## config.mk

```make
export PLATFORM = sky130hd
export DESIGN_NAME = ram_fifo_ctrl_flat
export DESIGN_NICKNAME = d
export VERILOG_FILES = /design/src/rtl/ram_fifo_ctrl_if.sv /design/src/rtl/ram_fifo_ctrl.sv /design/src/flat_wrapper.sv
export SDC_FILE = /design/constraint.sdc
export NUM_CORES = 1
export LEC_CHECK = 0
export ABC_AREA = 1
export CELL_PAD_IN_SITES_DETAIL_PLACEMENT = 0
export CELL_PAD_IN_SITES_GLOBAL_PLACEMENT = 1
export CORE_ASPECT_RATIO = 1.2
export CORE_MARGIN = 8
export CORE_UTILIZATION = 39
export CTS_CLUSTER_DIAMETER = 100
export DETAILED_ROUTE_END_ITERATION = 10
export MAX_ROUTING_LAYER = met4
export PLACE_DENSITY = 0.84
export SYNTH_ARGS = -nofsm -noshare
export SYNTH_HDL_FRONTEND = slang
export SYNTH_SLANG_ARGS = --single-unit
export TNS_END_PERCENT = 10
```

## constraint.sdc

```tcl
create_clock -name aclk -period 5.45 [get_ports aclk]
set_input_delay 1.635 -clock aclk [delete_from_list [all_inputs] [get_ports aclk]]
set_output_delay 1.635 -clock aclk [all_outputs]
set_load 0.05 [all_outputs]
```

## src/rtl/ram_fifo_ctrl_if.sv

```systemverilog
// Bundle of write-side, read-side and RAM-side signals for ram_fifo_ctrl.
// Optional level output present only when RAM_FIFO_LEVEL_EN is defined.
interface ram_fifo_ctrl_if #(
    parameter int DWIDTH = 16,
    parameter int DEPTH  = 256
);
    localparam int AW = $clog2(DEPTH);

    // Valid/ready: a word moves on a rising edge where valid && ready; the source holds data and
    // valid steady until that edge, and ready may depend combinationally on controller state only.
    logic [DWIDTH-1:0] s_data;
    logic              s_valid;
    logic              s_ready;
    logic [DWIDTH-1:0] m_data;
    logic              m_valid;
    logic              m_ready;
    logic              ram_we;
    logic [AW-1:0]     ram_wr_addr;
    logic [DWIDTH-1:0] ram_wdata;
    logic [AW-1:0]     ram_rd_addr;
    logic [DWIDTH-1:0] ram_rdata;
`ifdef RAM_FIFO_LEVEL_EN
    logic [AW+1:0]     level;
`endif

    // master: the controller itself; slave: producer, consumer and RAM around it
    modport master (
        input  s_data, s_valid, m_ready, ram_rdata,
        output s_ready, m_data, m_valid, ram_we, ram_wr_addr, ram_wdata, ram_rd_addr
`ifdef RAM_FIFO_LEVEL_EN
        , output level
`endif
    );

    modport slave (
        output s_data, s_valid, m_ready, ram_rdata,
        input  s_ready, m_data, m_valid, ram_we, ram_wr_addr, ram_wdata, ram_rd_addr
`ifdef RAM_FIFO_LEVEL_EN
        , input level
`endif
    );
endinterface

```

## src/rtl/ram_fifo_ctrl.sv

```systemverilog
// Valid/ready FIFO controller for an external registered-read block RAM, with a 2-entry output
// buffer hiding read latency. Define RAM_FIFO_LEVEL_EN to add the registered level output.
module ram_fifo_ctrl #(
    parameter int DWIDTH = 16,
    parameter int DEPTH  = 256
) (
    input logic             aclk,
    input logic             aresetn,
    ram_fifo_ctrl_if.master bus
);
    localparam int AW = $clog2(DEPTH);
    localparam logic [AW:0] FULL_CNT = (AW+1)'(DEPTH);

    logic [AW-1:0]     wr_ptr;
    logic [AW-1:0]     rd_ptr;
    logic [AW:0]       ram_cnt;
    logic              rd_pend;
    logic [1:0]        obuf_cnt;
    logic [DWIDTH-1:0] obuf_head;
    logic [DWIDTH-1:0] obuf_tail;

    logic              push;
    logic              pop;
    logic              issue;
    logic [2:0]        inflight;
    logic [AW:0]       ram_cnt_nxt;
    logic [1:0]        obuf_cnt_nxt;

    assign bus.s_ready     = aresetn && (ram_cnt != FULL_CNT);
    assign bus.m_valid     = (obuf_cnt != 2'd0);
    assign bus.m_data      = obuf_head;
    assign bus.ram_we      = push;
    assign bus.ram_wr_addr = wr_ptr;
    assign bus.ram_wdata   = bus.s_data;
    assign bus.ram_rd_addr = rd_ptr;

    assign push = bus.s_valid && bus.s_ready;
    assign pop  = bus.m_valid && bus.m_ready;

    // ram_cnt excludes this cycle's push, so a read never targets the word being written now
    always_comb begin
        inflight     = {1'b0, obuf_cnt} + {2'b00, rd_pend} - {2'b00, pop};
        issue        = (ram_cnt != '0) && (inflight < 3'd2);
        ram_cnt_nxt  = ram_cnt + (AW+1)'(push) - (AW+1)'(issue);
        obuf_cnt_nxt = obuf_cnt + {1'b0, rd_pend} - {1'b0, pop};
    end

    always_ff @(posedge aclk or negedge aresetn) begin
        if (!aresetn) begin
            wr_ptr   <= '0;
            rd_ptr   <= '0;
            ram_cnt  <= '0;
            rd_pend  <= 1'b0;
            obuf_cnt <= 2'd0;
        end else begin
            if (push)  wr_ptr <= wr_ptr + 1'b1;
            if (issue) rd_ptr <= rd_ptr + 1'b1;
            ram_cnt  <= ram_cnt_nxt;
            rd_pend  <= issue;
            obuf_cnt <= obuf_cnt_nxt;
        end
    end

    // Read data arriving with rd_pend goes to the first free slot after any pop shifts the tail up
    always_ff @(posedge aclk or negedge aresetn) begin
        if (!aresetn) begin
            obuf_head <= '0;
            obuf_tail <= '0;
        end else begin
            case ({pop, rd_pend})
                2'b01: begin
                    if (obuf_cnt == 2'd0) obuf_head <= bus.ram_rdata;
                    else                  obuf_tail <= bus.ram_rdata;
                end
                2'b10: begin
                    if (obuf_cnt == 2'd2) obuf_head <= obuf_tail;
                end
                2'b11: begin
                    if (obuf_cnt == 2'd2) begin
                        obuf_head <= obuf_tail;
                        obuf_tail <= bus.ram_rdata;
                    end else begin
                        obuf_head <= bus.ram_rdata;
                    end
                end
                default: ;
            endcase
        end
    end

`ifdef RAM_FIFO_LEVEL_EN
    logic [AW+1:0] level_q;

    always_ff @(posedge aclk or negedge aresetn) begin
        if (!aresetn) begin
            level_q <= '0;
        end else begin
            level_q <= (AW+2)'(ram_cnt_nxt) + (AW+2)'(issue) + (AW+2)'(obuf_cnt_nxt);
        end
    end

    assign bus.level = level_q;
`endif
endmodule

```

## src/flat_wrapper.sv

```systemverilog
// flat-port wrapper written by rule: the top's interface ports become plain ports
module ram_fifo_ctrl_flat 
#(
    parameter int DWIDTH = 16,
    parameter int DEPTH  = 256
)
  (aclk, aresetn, bus_s_data, bus_s_valid, bus_m_ready, bus_ram_rdata, bus_s_ready, bus_m_data, bus_m_valid, bus_ram_we, bus_ram_wr_addr, bus_ram_wdata, bus_ram_rd_addr);
  ram_fifo_ctrl_if #(.DWIDTH(DWIDTH), .DEPTH(DEPTH)) bus_i ();
  input logic aclk;
  input logic aresetn;
  input wire logic [$bits(bus_i.s_data)-1:0] bus_s_data;
  input wire logic [$bits(bus_i.s_valid)-1:0] bus_s_valid;
  input wire logic [$bits(bus_i.m_ready)-1:0] bus_m_ready;
  input wire logic [$bits(bus_i.ram_rdata)-1:0] bus_ram_rdata;
  output wire logic [$bits(bus_i.s_ready)-1:0] bus_s_ready;
  output wire logic [$bits(bus_i.m_data)-1:0] bus_m_data;
  output wire logic [$bits(bus_i.m_valid)-1:0] bus_m_valid;
  output wire logic [$bits(bus_i.ram_we)-1:0] bus_ram_we;
  output wire logic [$bits(bus_i.ram_wr_addr)-1:0] bus_ram_wr_addr;
  output wire logic [$bits(bus_i.ram_wdata)-1:0] bus_ram_wdata;
  output wire logic [$bits(bus_i.ram_rd_addr)-1:0] bus_ram_rd_addr;
  assign bus_i.s_data = bus_s_data;
  assign bus_i.s_valid = bus_s_valid;
  assign bus_i.m_ready = bus_m_ready;
  assign bus_i.ram_rdata = bus_ram_rdata;
  assign bus_s_ready = bus_i.s_ready;
  assign bus_m_data = bus_i.m_data;
  assign bus_m_valid = bus_i.m_valid;
  assign bus_ram_we = bus_i.ram_we;
  assign bus_ram_wr_addr = bus_i.ram_wr_addr;
  assign bus_ram_wdata = bus_i.ram_wdata;
  assign bus_ram_rd_addr = bus_i.ram_rd_addr;
  ram_fifo_ctrl #(.DWIDTH(DWIDTH), .DEPTH(DEPTH)) u_core (.aclk(aclk), .aresetn(aresetn), .bus(bus_i));
endmodule
```

-- After elaboration in Yosys (flattened, before gate mapping)
Index checks and enable logic that the tools add are counted.
- order comparisons: 1
- eq/ne operators: 9
- muxes and demuxes: 7
- reduce and logical (&&, ||, !) cells: 11
- $add $sub $neg: 8
- operators by type and width (kind ; number):
    16-bit 2-to-1 mux ; 5
    16-bit one-hot mux with 3 select lines ; 1
    16-bit one-hot mux with 2 select lines ; 1
    8-bit by 1-bit adder with 8-bit output (second input constant) ; 2
    9-bit by 1-bit adder with 9-bit output ; 1
    9-bit inequality test (second input constant) ; 1
    9-bit nonzero test ; 1
    9-bit by 1-bit subtractor with 9-bit output ; 1
    2-bit == test (second input constant) ; 3
    2-bit by 1-bit inequality test with 1-bit output (second input constant) ; 3
    3-bit AND reduction ; 2
    1-bit logical AND ; 4
    2-bit nonzero test ; 2
    2-bit by 1-bit adder with 3-bit output ; 1
    3-bit by 2-bit < comparator with 1-bit output (second input constant) ; 1
    3-bit nonzero test ; 1
    3-bit by 1-bit subtractor with 3-bit output ; 1
    2-bit by 1-bit adder with 2-bit output ; 1
    2-bit by 1-bit == test with 1-bit output (second input constant) ; 1
    2-bit zero test ; 1
    2-bit inequality test (second input constant) ; 1
    2-bit by 1-bit subtractor with 2-bit output ; 1
- output and inout port bits: 51
- bits of input ports: 36
- word-level logic and storage cells: 43
- register bits: 60

-- Logic depth before layout (Yosys ltp)
Gate-level depths: netlist of run 1.
- word-level depth: 6
- mapped depth: 25
- depth with buffers taken out: 25

-- Worst setup path after synthesis of run 1
No wires, ideal clock.
- path type: input-to-reg
- start point: input port bus_m_ready
- end point: register u_core.ram_cnt[8]
- buffers on the path: 0
- data arrival time: 4.449 ns
- slack: 0.884 ns
- stages on the path: 22
- setup time: 0.116 ns
- cells stage by stage: nand2_2 > inv_1 > ha_1 > inv_1 > ha_1 > inv_1 > fa_1 > inv_1 > nor2_1 > nor2_1 > nand2_1 > nor2_2 > ha_1 > inv_1 > ha_1 > inv_1 > fa_1 > nand3b_1 > nand2_1 > nand2_1 > nand3_1 > nand2_1
- cells in the longest elaborated chain, start to end: 5
- ends and longest elaborated chain (what ; RTL line ; source):
    from (decl) ; flat_wrapper.sv:13 ; input wire logic [$bits(bus_i.m_ready)-1:0] bus_m_ready;
    1-bit logical AND ; ram_fifo_ctrl.sv:38 ; assign pop = bus.m_valid && bus.m_ready;
    3-bit by 1-bit subtractor with 3-bit output ; ram_fifo_ctrl.sv:42 ; inflight = {1'b0, obuf_cnt} + {2'b00, rd_pend} - {2'b00, pop};
    3-bit by 2-bit < comparator with 1-bit output ; ram_fifo_ctrl.sv:43 ; issue = (ram_cnt != '0) && (inflight < 3'd2);
    1-bit logical AND ; ram_fifo_ctrl.sv:43 ;
    net u_core.issue ; ram_fifo_ctrl.sv:24 ; logic issue;
    9-bit by 1-bit subtractor with 9-bit output ; ram_fifo_ctrl.sv:44 ; ram_cnt_nxt = ram_cnt + (AW+1)'(push) - (AW+1)'(issue);
    net u_core.ram_cnt_nxt[8] ; ram_fifo_ctrl.sv:26 ; logic [AW:0] ram_cnt_nxt;
    to (signal assigned) ; ram_fifo_ctrl.sv:58 ; ram_cnt <= ram_cnt_nxt;
    to (decl) ; ram_fifo_ctrl.sv:16 ; logic [AW:0] ram_cnt;
The timed path passes the listed nets, and every way through them passes these cells.
A chain may end at the register's enable or synchronous reset.

-- Worst setup path after layout of run 1
Ends and elaborated chain as after synthesis.

==> flow_metrics.tcl, run 1 <==
set metrics [dict create \
    drt_wl_total_um 7560 \
    cts_buffers 9 \
    fmax_mhz 212 \
    synth_edf_count 0 \
    yosys_warnings 0 \
    syn_inst 446 \
    drv_cap 0 \
    max_stage_delay_ns 0.48 \
    ys_top_cells_by_count "nand2_1 (154), dfrtp_1 (60), inv_1 (60)" \
    worst_clock_skew_ns 0.00694 \
    r2r-end "u_core.ram_cnt[8]" \
    path_class "in2reg" \
    grt_pass1_wl_um 13300 \
    die_x_um 103 \
    num_rows 38 \
    hold_class "reg2reg" \
    fillers 875 \
    hold_viol 0 \
    cp_cell_sequence "clkdlybuf4s50_1 -> nand2_2 -> inv_1 -> ha_1 -> inv_1 -> ha_1 -> inv_1 -> fa_1 -> inv_1 -> nor2_1 -> nor2_1 -> nand2_1 -> nor2_2 -> ha_1 -> inv_1 -> ha_1 -> inv_1 -> fa_1 -> nand3b_1 -> nand2_1 -> nand2_1 -> nand3_1 -> nand2_1" \
    crit_buf_inv 7 \
    rsz0062_at_grt "false" \
    fp.coreArea_um2 8940 \
    port_buffers 54 \
    whs_endpoint "u_core.bus.m_data[8]" \
    cts_resized 0 \
    drtIter0Drc 94 \
    antennaDiodeCount 0 \
    cellLeakagePower_uw 0.00220 \
    r2r-start "u_core.obuf_cnt[1]" \
    synth_top_area_share 0.423 \
    syn_nets 502 \
    worstSetupStartpointType "primary input" \
    worst_pin_slew_ns 0.635 \
    cp_max_fo 3 \
    final_net_count 545 \
    dp.final_hpwl_um 5560 \
    r2r_cells 24 \
    yosysMostFrequentCell "nand2_1" \
    status "finished clean" \
    min_path_cells 2 \
    setup_viol 0 \
    cts_setup_buffers 0 \
    syn_area_per_cell_um2 7.95 \
    insertion_delay_ns 0.34 \
    setup_tns_ns 0 \
    first_pass_iters 4 \
    period_needed_ns 4.72 \
    ant_nets 0 \
    ys.flop_type "dfrtp_1" \
    die_h_um 120 \
    power_density_nw_per_um2 678 \
    fin_total_pwr_uw 2890 \
    critical-path-top-delay-family "adder cells" \
    start_util 0.397 \
    cts_hold_buffers 0 \
    cp-end-kind "flip-flop" \
    ys_seq_elements 60 \
    htree_levels 3 \
    vias 2814 \
    numClockSinks 60 \
    area_growth_pct 20.3 \
    yosys.cell_types.count 32 \
    worstPathArrival_ns 4.95 \
    grt_max_degree 45 \
    synth_async_sr_flop_share 1.00 \
    ys_top_cells_by_area "dfrtp_1 (42%), nand2_1 (16%), ha_1 (6.4%)" \
    grt_antenna_before_repair 0 \
    drc 0 \
    globalplace.congestion 0.794 \
    rrSetupSlack_ns 1.86 \
    synth_top_cell_by_area "dfrtp_1" \
    ir_worst_vdd_mv 0.317 \
    clock-root-buffer "clkbuf_8" \
    hp-start "u_core.bus.m_data[8]" \
    dieArea_um2 12400 \
    synth_area_um2 3550 \
    track_usage 0.139 \
    crit_path_top_delay_cell "clkdlybuf4s50_1" \
    clk_path_buf_depth 2 \
    pin_count 87 \
    path_common_cell "inv_1" \
    grt_overflow_total 0 \
    routedWlPerCell_um 12.3 \
    crit_required_ns 5.68 \
    drv_slew 0 \
    cts_tree "yes" \
    vias_per_cell 4.58 \
    fin_crit_sh 0.866 \
    grt_pass1_vias 2841 \
    final_layout_size_suffix_gt1_frac 0.0931 \
    path_clk_slew_ns 0.06 \
    relSlewSlack 0.575 \
    synth-seq-area-share 0.423 \
]
[metal layers]
metal  vias up  GRT usage  wire length, um  share of wire
li1       1450          -                -              -
met1      1299      0.157             3260           0.43
met2        56      0.222             3670           0.49
met3         9     0.0426              498          0.066
met4         0     0.0571              127          0.017
met5         -          -                0              0
[metrics by stage]
step | std cells | setup slack [ns] | hold slack (ns) | instance area (um^2) | utilization
after CTS | 614 | 0.758 | 0.483 | 4270 | 0.477
final | 614 | 0.732 | 0.480 | 4270 | 0.477
after floorplan | 446 | 0.884 | 0.476 | 3550 | -
after global routing | 614 | 0.483 | 0.516 | 4270 | 0.477
after detailed placement | 598 | 0.400 | 0.465 | 4050 | 0.453
after global placement | 598 | 0.504 | 0.461 | 4050 | 0.453
[cell families (layout without fill, tap and decap cells)]
kind of cell             count (synthesis)  after routing  share of synthesized area
AND/OR/NAND/NOR                        229            229                      0.280
AO/OA/AOI/OAI                           40             40                     0.0720
flip-flops                              60             60                      0.423
buffers and inverters                   87            135                      0.125
adder cells (fa/ha/maj)                 20             20                     0.0748
XOR/XNOR                                10             10                     0.0247
[tightest hold or removal path: cells and delay by family (launching register included)]
kind | cells | cell delay, ns
flip-flops | 1 | 0.34
AND/OR/NAND/NOR | 2 | 0.10
[worst max path at each step]
stage,start,endpoint,slack (ns),cells past startpoint
finish,bus_m_ready,u_core.ram_cnt[8],0.73,23
global route,bus_m_ready,u_core.ram_cnt[8],0.48,23
CTS,bus_m_ready,u_core.ram_cnt[8],0.76,23
detailed placement,bus_m_ready,u_core.ram_cnt[8],0.40,23
global placement,bus_m_ready,u_core.ram_cnt[8],0.50,23
floorplan,bus_m_ready,u_core.ram_cnt[8],0.88,22
[cell usage in the layout, fill, tap and decap left out, drive strengths merged]
cell	n
nand2	162
nor3	2
o21ai	22
clkinv	3
clkbuf	11
inv	63
a21oi	17
dfrtp	60
clkdlybuf4s50	51
ha	18
nand4	6
fa	2
nand3b	5
xor2	6
and2	1
bufinv	2
buf	5
nor2	32
o21bai	1
nand3	21
xnor2	4
[registers in the layout, summed over array words and instances, names as in the netlist]
signal	flops
u_core.rd_pend	1
u_core.bus.ram_rd_addr	8
u_core.obuf_tail	16
u_core.obuf_cnt	2
u_core.bus.ram_wr_addr	8
u_core.ram_cnt	9
u_core.bus.m_data	16
[power breakdown]
| part | total, uW | switching [uW] | internal, uW | leakage (uW) |
|---|---|---|---|---|
| logic | 1650 | 1070 | 580 | 0.00135 |
| registers | 799 | 143 | 656 | 0.000733 |
| clock network | 448 | 180 | 268 | 0.000113 |
[final cells by class]
| type | count | area (um^2) | area share |
|---|---|---|---|
| Multi-Input combinational cell | 299 | 1600 | 0.375 |
| Sequential cell | 60 | 1500 | 0.352 |
| Timing Repair Buffer | 56 | 558 | 0.131 |
| Inverter | 63 | 239 | 0.0560 |
| Tap cell | 120 | 150 | 0.0352 |
| Clock buffer | 11 | 141 | 0.0331 |
| Clock inverter | 5 | 75.1 | 0.0176 |
Note: power is estimated with default switching activity, not from simulation.
==> run 2: changes to the inputs <==
- MAX_ROUTING_LAYER: met4 -> default
==> run 2 against run 1 <==
Compared with the run above:
- die area is the same
- non-clock buffer count is the same
- wire length is essentially flat
- sequential power is essentially flat
- global-route usage shrank 0.35 points
- register-to-register slack is essentially flat
- critical endpoint unchanged
- largest power group unchanged
==> flow_metrics.tcl, run 2 (synthesized netlist as in run 1, its figures left out) <==
set metrics [dict create \
    status "finished clean" \
    worstSetupStartpointType "primary input" \
    setup_tns_ns 0 \
    worst_pin_slew_ns 0.635 \
    cts_hold_buffers 0 \
    fp.coreArea_um2 8940 \
    clk_path_buf_depth 2 \
    cp_max_fo 3 \
    hold_class "reg2reg" \
    grt_pass1_vias 2837 \
    routedWlPerCell_um 12.3 \
    cellLeakagePower_uw 0.00220 \
    clock-root-buffer "clkbuf_8" \
    min_path_cells 2 \
    drtIter0Drc 94 \
    pin_count 87 \
    dp.final_hpwl_um 5560 \
    final_common_cell "nand2_1" \
    period_needed_ns 4.72 \
    final_net_count 545 \
    fin_crit_sh 0.866 \
    port_buffers 54 \
    path_common_cell "inv_1" \
    r2r-start "u_core.obuf_cnt[1]" \
    fin_util 0.477 \
    cts_resized 0 \
    drv_slew 0 \
    r2r_cells 24 \
    r2r-end "u_core.ram_cnt[8]" \
    vias 2814 \
    rsz0062_at_grt "false" \
    hp-start "u_core.bus.m_data[8]" \
    htree_levels 3 \
    drt_wl_total_um 7560 \
    post-place-ws_ns 0.400 \
    crit_path_top_delay_cell "clkdlybuf4s50_1" \
    grt_max_degree 45 \
    drc 0 \
    hold_viol 0 \
    place_area_um2 4050 \
    die_h_um 120 \
    cp-end-kind "flip-flop" \
    whs_endpoint "u_core.bus.m_data[8]" \
    cts_tree "yes" \
    vias_per_cell 4.58 \
    dieArea_um2 12400 \
    setup_viol 0 \
    fmax_mhz 212 \
    worst_slack_ns 0.730 \
    fillers 875 \
    area_growth_pct 20.3 \
    post-route-cell-area_um2 4270 \
    path_clk_slew_ns 0.06 \
    ir_worst_vdd_mv 0.317 \
    grt_overflow_total 0 \
    track_usage 0.135 \
    antennaDiodeCount 0 \
    crit_required_ns 5.68 \
    power_density_nw_per_um2 678 \
    globalplace.congestion 0.783 \
    die_x_um 103 \
    relSlewSlack 0.575 \
    final_layout_size_suffix_gt1_frac 0.0931 \
    layout_common_cells "nand2_1 (154), inv_1 (60), dfrtp_1 (60)" \
    ant_nets 0 \
    insertion_delay_ns 0.34 \
    start_util 0.397 \
    cts_setup_buffers 0 \
    drv_cap 0 \
    rrSetupSlack_ns 1.86 \
    grt_antenna_before_repair 0 \
    grt_pass1_wl_um 13300 \
    num_rows 38 \
    cts_buffers 9 \
    worstPathArrival_ns 4.95 \
    path_class "in2reg" \
    first_pass_iters 4 \
    numClockSinks 60 \
    worst_clock_skew_ns 0.00694 \
    max_stage_delay_ns 0.48 \
    cp_cell_sequence "clkdlybuf4s50_1 -> nand2_2 -> inv_1 -> ha_1 -> inv_1 -> ha_1 -> inv_1 -> fa_1 -> inv_1 -> nor2_1 -> nor2_1 -> nand2_1 -> nor2_2 -> ha_1 -> inv_1 -> ha_1 -> inv_1 -> fa_1 -> nand3b_1 -> nand2_1 -> nand2_1 -> nand3_1 -> nand2_1" \
]
## run 2: cell counts in the layout (fill, tap and decap cells not counted)
No cell type changed its count.
## run 2: worst max path at each step
stage / startpoint / end / cells after the start / slack, ns
after floorplan: bus_m_ready / u_core.ram_cnt[8] / 22 / 0.88
after global placement: bus_m_ready / u_core.ram_cnt[8] / 23 / 0.50
after detailed placement: bus_m_ready / u_core.ram_cnt[8] / 23 / 0.40
after CTS: bus_m_ready / u_core.ram_cnt[8] / 23 / 0.76
after global routing: bus_m_ready / u_core.ram_cnt[8] / 23 / 0.49
final: bus_m_ready / u_core.ram_cnt[8] / 23 / 0.73
## run 2: metrics by stage
stage | hold slack (ns) | std cells | total power [uW]
finish | 0.480 | 614 | 2890
global route | 0.516 | 614 | 3170
CTS | 0.483 | 614 | 2930
detailed placement | 0.465 | 598 | 2470
global placement | 0.461 | 598 | 2430
floorplan | 0.476 | 446 | 2080
## run 2: per-layer routing
metal | track usage | vias to the layer above | part of all wire
li1 | - | 1450 | -
met1 | 0.157 | 1299 | 0.43
met2 | 0.222 | 56 | 0.49
met3 | 0.0443 | 9 | 0.066
met4 | 0.0571 | 0 | 0.016
met5 | 0 | - | 0
## run 2: critical path: cells and delay by family
family / cells / cell delay [ns]
adders and majority gates: 6 / 1.54
and+or+nand+nor: 10 / 0.92
buffers and inverters: 7 / 0.85
## run 2: layout make-up
cell class | count | area, um^2 | area share
Clock buffer | 11 | 141 | 0.0331
Timing Repair Buffer | 56 | 558 | 0.131
Clock inverter | 5 | 75.1 | 0.0176
Multi-Input combinational cell | 299 | 1600 | 0.375
Sequential cell | 60 | 1500 | 0.352
Inverter | 63 | 239 | 0.0560
Tap cell | 120 | 150 | 0.0352
## run 2: report_power, final
group	switching [uW]	internal [uW]	leakage, uW	total [uW]
Clock	179	268	0.000113	447
Combinational	1070	580	0.00135	1650
Sequential	143	656	0.000733	799
Total	1390	1500	0.00220	2890
